--- src/rtl/climate_sequencer.sv ---
// Heater/cooler/alarm sequencer: synchronized sensors drive an FSM that enforces
// a minimum on-time, a dead-time between actuator phases, and a latched fault alarm.
module climate_sequencer #(
  parameter int MIN_ON       = 4,
  parameter int DEAD_TIME    = 2,
  parameter int ALARM_CYCLES = 3,
  parameter int CNT_W        = 8
) (
  input  logic       clk_2,
  input  logic       reset_n,
  input  logic       enable,
  input  logic       sensor1,
  input  logic       sensor2,
  input  logic       alarm_ack,
  output logic       heater,
  output logic       cooler,
  output logic       alarm,
  output logic [2:0] state_o
);

  localparam logic [2:0] IDLE  = 3'b000;
  localparam logic [2:0] HEAT  = 3'b001;
  localparam logic [2:0] COOL  = 3'b010;
  localparam logic [2:0] DEAD  = 3'b011;
  localparam logic [2:0] FAULT = 3'b100;

  localparam logic [CNT_W-1:0] CNT_MAX   = '1;
  localparam logic [CNT_W-1:0] MIN_ON_M1 = CNT_W'(MIN_ON - 1);
  localparam logic [CNT_W-1:0] DEAD_M1   = CNT_W'(DEAD_TIME - 1);
  localparam logic [CNT_W-1:0] ALARM_M1  = CNT_W'(ALARM_CYCLES - 1);

  logic [1:0]       sync1, sync2;
  logic [2:0]       state, state_nxt;
  logic [CNT_W-1:0] timer, inv_cnt;
  logic             cold, hot, invalid, fault_hit;

  assign cold      = (sync2 == 2'b00);
  assign hot       = (sync2 == 2'b11);
  assign invalid   = (sync2 == 2'b01);
  assign fault_hit = invalid && (inv_cnt == ALARM_M1);
  assign state_o   = state;

  always_comb begin
    state_nxt = state;
    if (state != FAULT && fault_hit) begin
      state_nxt = FAULT;
    end else begin
      case (state)
        IDLE: begin
          if (enable && cold)     state_nxt = HEAT;
          else if (enable && hot) state_nxt = COOL;
        end
        HEAT:  if (timer >= MIN_ON_M1 && (!cold || !enable)) state_nxt = DEAD;
        COOL:  if (timer >= MIN_ON_M1 && (!hot || !enable))  state_nxt = DEAD;
        DEAD:  if (timer == DEAD_M1) state_nxt = IDLE;
        FAULT: if (alarm_ack && !invalid) state_nxt = DEAD;
        default: state_nxt = IDLE;
      endcase
    end
  end

  // Synchronizers reset to the "ok" pattern so nothing heats straight out of reset.
  always_ff @(posedge clk_2 or negedge reset_n) begin
    if (!reset_n) begin
      sync1   <= 2'b10;
      sync2   <= 2'b10;
      state   <= IDLE;
      timer   <= '0;
      inv_cnt <= '0;
      heater  <= 1'b0;
      cooler  <= 1'b0;
      alarm   <= 1'b0;
    end else begin
      sync1 <= {sensor1, sensor2};
      sync2 <= sync1;
      state <= state_nxt;
      if (state_nxt != state)  timer <= '0;
      else if (timer != CNT_MAX) timer <= timer + 1'b1;
      if (!invalid)              inv_cnt <= '0;
      else if (inv_cnt != CNT_MAX) inv_cnt <= inv_cnt + 1'b1;
      heater <= (state_nxt == HEAT);
      cooler <= (state_nxt == COOL);
      alarm  <= (state_nxt == FAULT);
    end
  end

endmodule

--- config.mk ---
export PLATFORM = sky130hd
export DESIGN_NAME = climate_sequencer
export DESIGN_NICKNAME = d
export VERILOG_FILES = /design/src/rtl/climate_sequencer.sv
export SDC_FILE = /design/constraint.sdc
export NUM_CORES = 1
export LEC_CHECK = 0
export ABC_AREA = 1
export CAP_MARGIN = 20
export CELL_PAD_IN_SITES_DETAIL_PLACEMENT = 1
export CELL_PAD_IN_SITES_GLOBAL_PLACEMENT = 1
export CORE_MARGIN = 10
export CORE_UTILIZATION = 25
export CTS_CLUSTER_SIZE = 25
export DETAILED_ROUTE_END_ITERATION = 16
export PLACE_DENSITY = 0.53
export SETUP_SLACK_MARGIN = 0.02
export SYNTH_ARGS = -nofsm -noshare
export SYNTH_HDL_FRONTEND = slang
export SYNTH_SLANG_ARGS = --single-unit
--- constraint.sdc ---
create_clock -name clk_2 -period 1.84 [get_ports clk_2]
set_input_delay 0.368 -clock clk_2 [delete_from_list [all_inputs] [get_ports clk_2]]
set_output_delay 0.368 -clock clk_2 [all_outputs]
set_load 0.03 [all_outputs]
==> results.md <==
- WL final: ~3.4 mm
- Synth top area share: 39.0%
- Skew-Pair Late Insertion Delay: 0.27 ns
- FF-to-FF path depth: 10
- Max clock buf depth: 2
- Num CTS Buffers: 3
- Outcome: finished, final reports clean
- Mux cell area share after synthesis: 0.731%
- Worst setup margin: 0.185 ns
- Chip width: 98.5 µm
- CP Capture Type: flip-flop
- Min Tclk post-route: 1.66 ns
- Initial antenna violation count: 0
- Slew margin rel.: 77.2%
- DR WL/cell: 12.1 µm
- Synth-to-layout area growth: 21.9%
- Mapped Area: 1540 µm²
- NumNets Final: 217
- Worst slew pin tran: 0.342 ns
- Peak VDD IR: 0.542 mV
- Fin Clk Skew: 0.00249 ns
- Leakage: 0.872 nW
- Crit path DAT: 1.85 ns
- Net count after synthesis: 195
- Starting Density: roughly 26%
- 1st-pass router iterations: 4
- Fin crit share: 90.0%
- PwrDens: about 1100 nW/µm²
- Commonest cells after routing, fill and taps aside: inv_1 (27), nand2_1 (25), nor2_1 (23), dfrtp_1 (23), nand3_1 (17)
- Max-slew violation count: 0
- Remaining Overflow, GRT: 0
- Number of global-route vias before repair: ~1300
- Final estimated routing congestion in global placement: 0.709
- WHS: 0.360 ns
- Flops & latches, synth: 26
- Register area: 654 µm²
- DR vias/cell: 4.30
- Dpl hpwl: 2.70 mm
- Multi-input gate area in the final layout: just under 800 µm²
- Synth Instances: approximately 190
- Final TNS setup: 0 ns
- Root Driver: clkbuf_8
- Die Ht: 98.5 µm
- CTS tree: built
- Synth Area in Compound Gates: 8.61%
- Yosys Warn Count: 0
- Post-synthesis sequential area ratio: 42.4%
- Core ar.: 5960 µm²
- DR vias: 1207
- Post-place setup slack: -0.0334 ns
- # fillers: 732
- Commonest non-fill, non-tap cell in the layout: inv_1
- Top Ports: 12
- Hold Path Class: reg2reg
- Global Route Usage Sum: under 10%
- WHS Path Cells: 0
- Number of diodes: 0
- Synth Area in Adders: 3.25%
- Critical path class: reg2reg
- Simple-gate share of the synthesized area: 36.1%
- Max-Cap Viols: 0
- Largest family of logic cells by synthesized area: simple AND/OR/NAND/NOR gates
- Post-synth top area cell: dfrtp_1
- Data required, critical path: 2.04 ns
- Post-synthesis xor/xnor area fraction: 0.569%
- H-tree lvl count: 1
- CTS Sinks: 26
- I/O Buffers: 11
- Avg Inst Size Synth: 8.33 µm²
- Startpoint types: flip-flop
- Post-synthesis cell type count: 29
- Hold_buf cts: 0
- Pwr Total: 2.07 mW
- Synth top area cells: dfrtp_1 (39%), inv_1 (6.8%), nand2_1 (6.1%), nor2_1 (6.1%), nand3_1 (5.5%)
- Largest driver fanout on the critical path: 8
- Setup violators final: 0
- Fraction of layout cells with a size suffix above 1: 24.8%
- Row Count: 28
- Worst-path clk slew: 0.09 ns
- Fmax: 0.604 GHz
- Die area: 9700 µm²
- First-pass GRT wire length: 6.11 mm
- Starting DRC count in detailed routing: about 50
- Hold Fails Final Rpt: 0
- Largest net degree at the start of global routing: 27
- RSZ-0062 raised after global routing: no
- Antenna viol nets, final: 0
- DR DRC count: 0
## per-stage QoR
stage / utilization, % / cells / cell area, µm²
5_1_grt: 31.5 / 281 / 1880
4_1_cts: 31.1 / 280 / 1850
2_1_floorplan: - / 185 / 1540
3_3_place_gp: 29.9 / 276 / 1780
6_report: 31.5 / 281 / 1880
3_5_place_dp: 29.9 / 276 / 1780
## per-layer routing
layer	global-route usage [%]	vias to the layer above	routed length, µm
li1	-	635	-
met1	9.83	559	1730
met2	11.2	11	1490
met3	1.96	2	138
met4	2.65	0	41
met5	0	-	0
## worst max-delay path, cell delays in order (launching register included)
cell and delay, ns:
dfrtp_1 0.42, inv_2 0.08, ha_2 0.19, nand3_4 0.10, nor2_8 0.12, nand4_4 0.15
nand2_4 0.12, nand2_2 0.05, nand2_2 0.08, nand2_4 0.11, nor3_2 0.16
## report_power, final
group	leakage [nW]	switching, mW	internal [mW]
Clock	0.0357	0.180	0.291
Combinational	0.496	0.568	0.324
Sequential	0.341	0.0662	0.641
## cells in the mapped netlist (all sizes together)
library cell and instances:
nand2 36, inv 32, nor2 30, dfrtp 24
nand3 20, o21ai 14, nor3 9, ha 4
a21oi 3, a22oi 3, dfstp 2, o21bai 2
a31oi 1, buf 1, mux2 1, nand4 1
nor4 1, xnor2 1
## repair_timing
action / in CTS / in global routing
buffers inserted: 0 / 1
gates resized for setup: 2 / 7
setup endpoints to repair: 2 / 9
pin swaps: 0 / 3
## worst paths after layout
kind / start / end / slack [ns]
max: inv_cnt[0] / timer[5] / 0.18
min: sync1[1] / sync2[1] / 0.36
max reg2reg: inv_cnt[0] / timer[5] / 0.18
min reg2reg: sync1[1] / sync2[1] / 0.36
max in group asynchronous: reset_n / sync2[1] / 1.08
min in group asynchronous: reset_n / inv_cnt[6] / 0.46
## state kept, by name, summed over array words and instances, names as in the netlist
register	cells
inv_cnt	8
cooler	1
sync1	2
sync2	2
state_o	3
timer	8
alarm	1
heater	1
## area by class of cell
| cell class | count | area share [%] |
|---|---|---|
| Timing Repair Buffer | 18 | 8.67 |
| Multi-Input combinational cell | 126 | 41.3 |
| Tap cell | 75 | 5.00 |
| Clock buffer | 3 | 2.20 |
| Sequential cell | 26 | 34.9 |
| Clock inverter | 1 | 1.60 |
| Inverter | 32 | 6.40 |
## cells by family after synthesis
kind of cell / after synthesis
compound gates: 23
xor+xnor: 1
fa+ha+maj: 4
buf+inv: 33
flops: 26
mux: 1
simple gates: 97
Power figures use the tool's default switching activity.
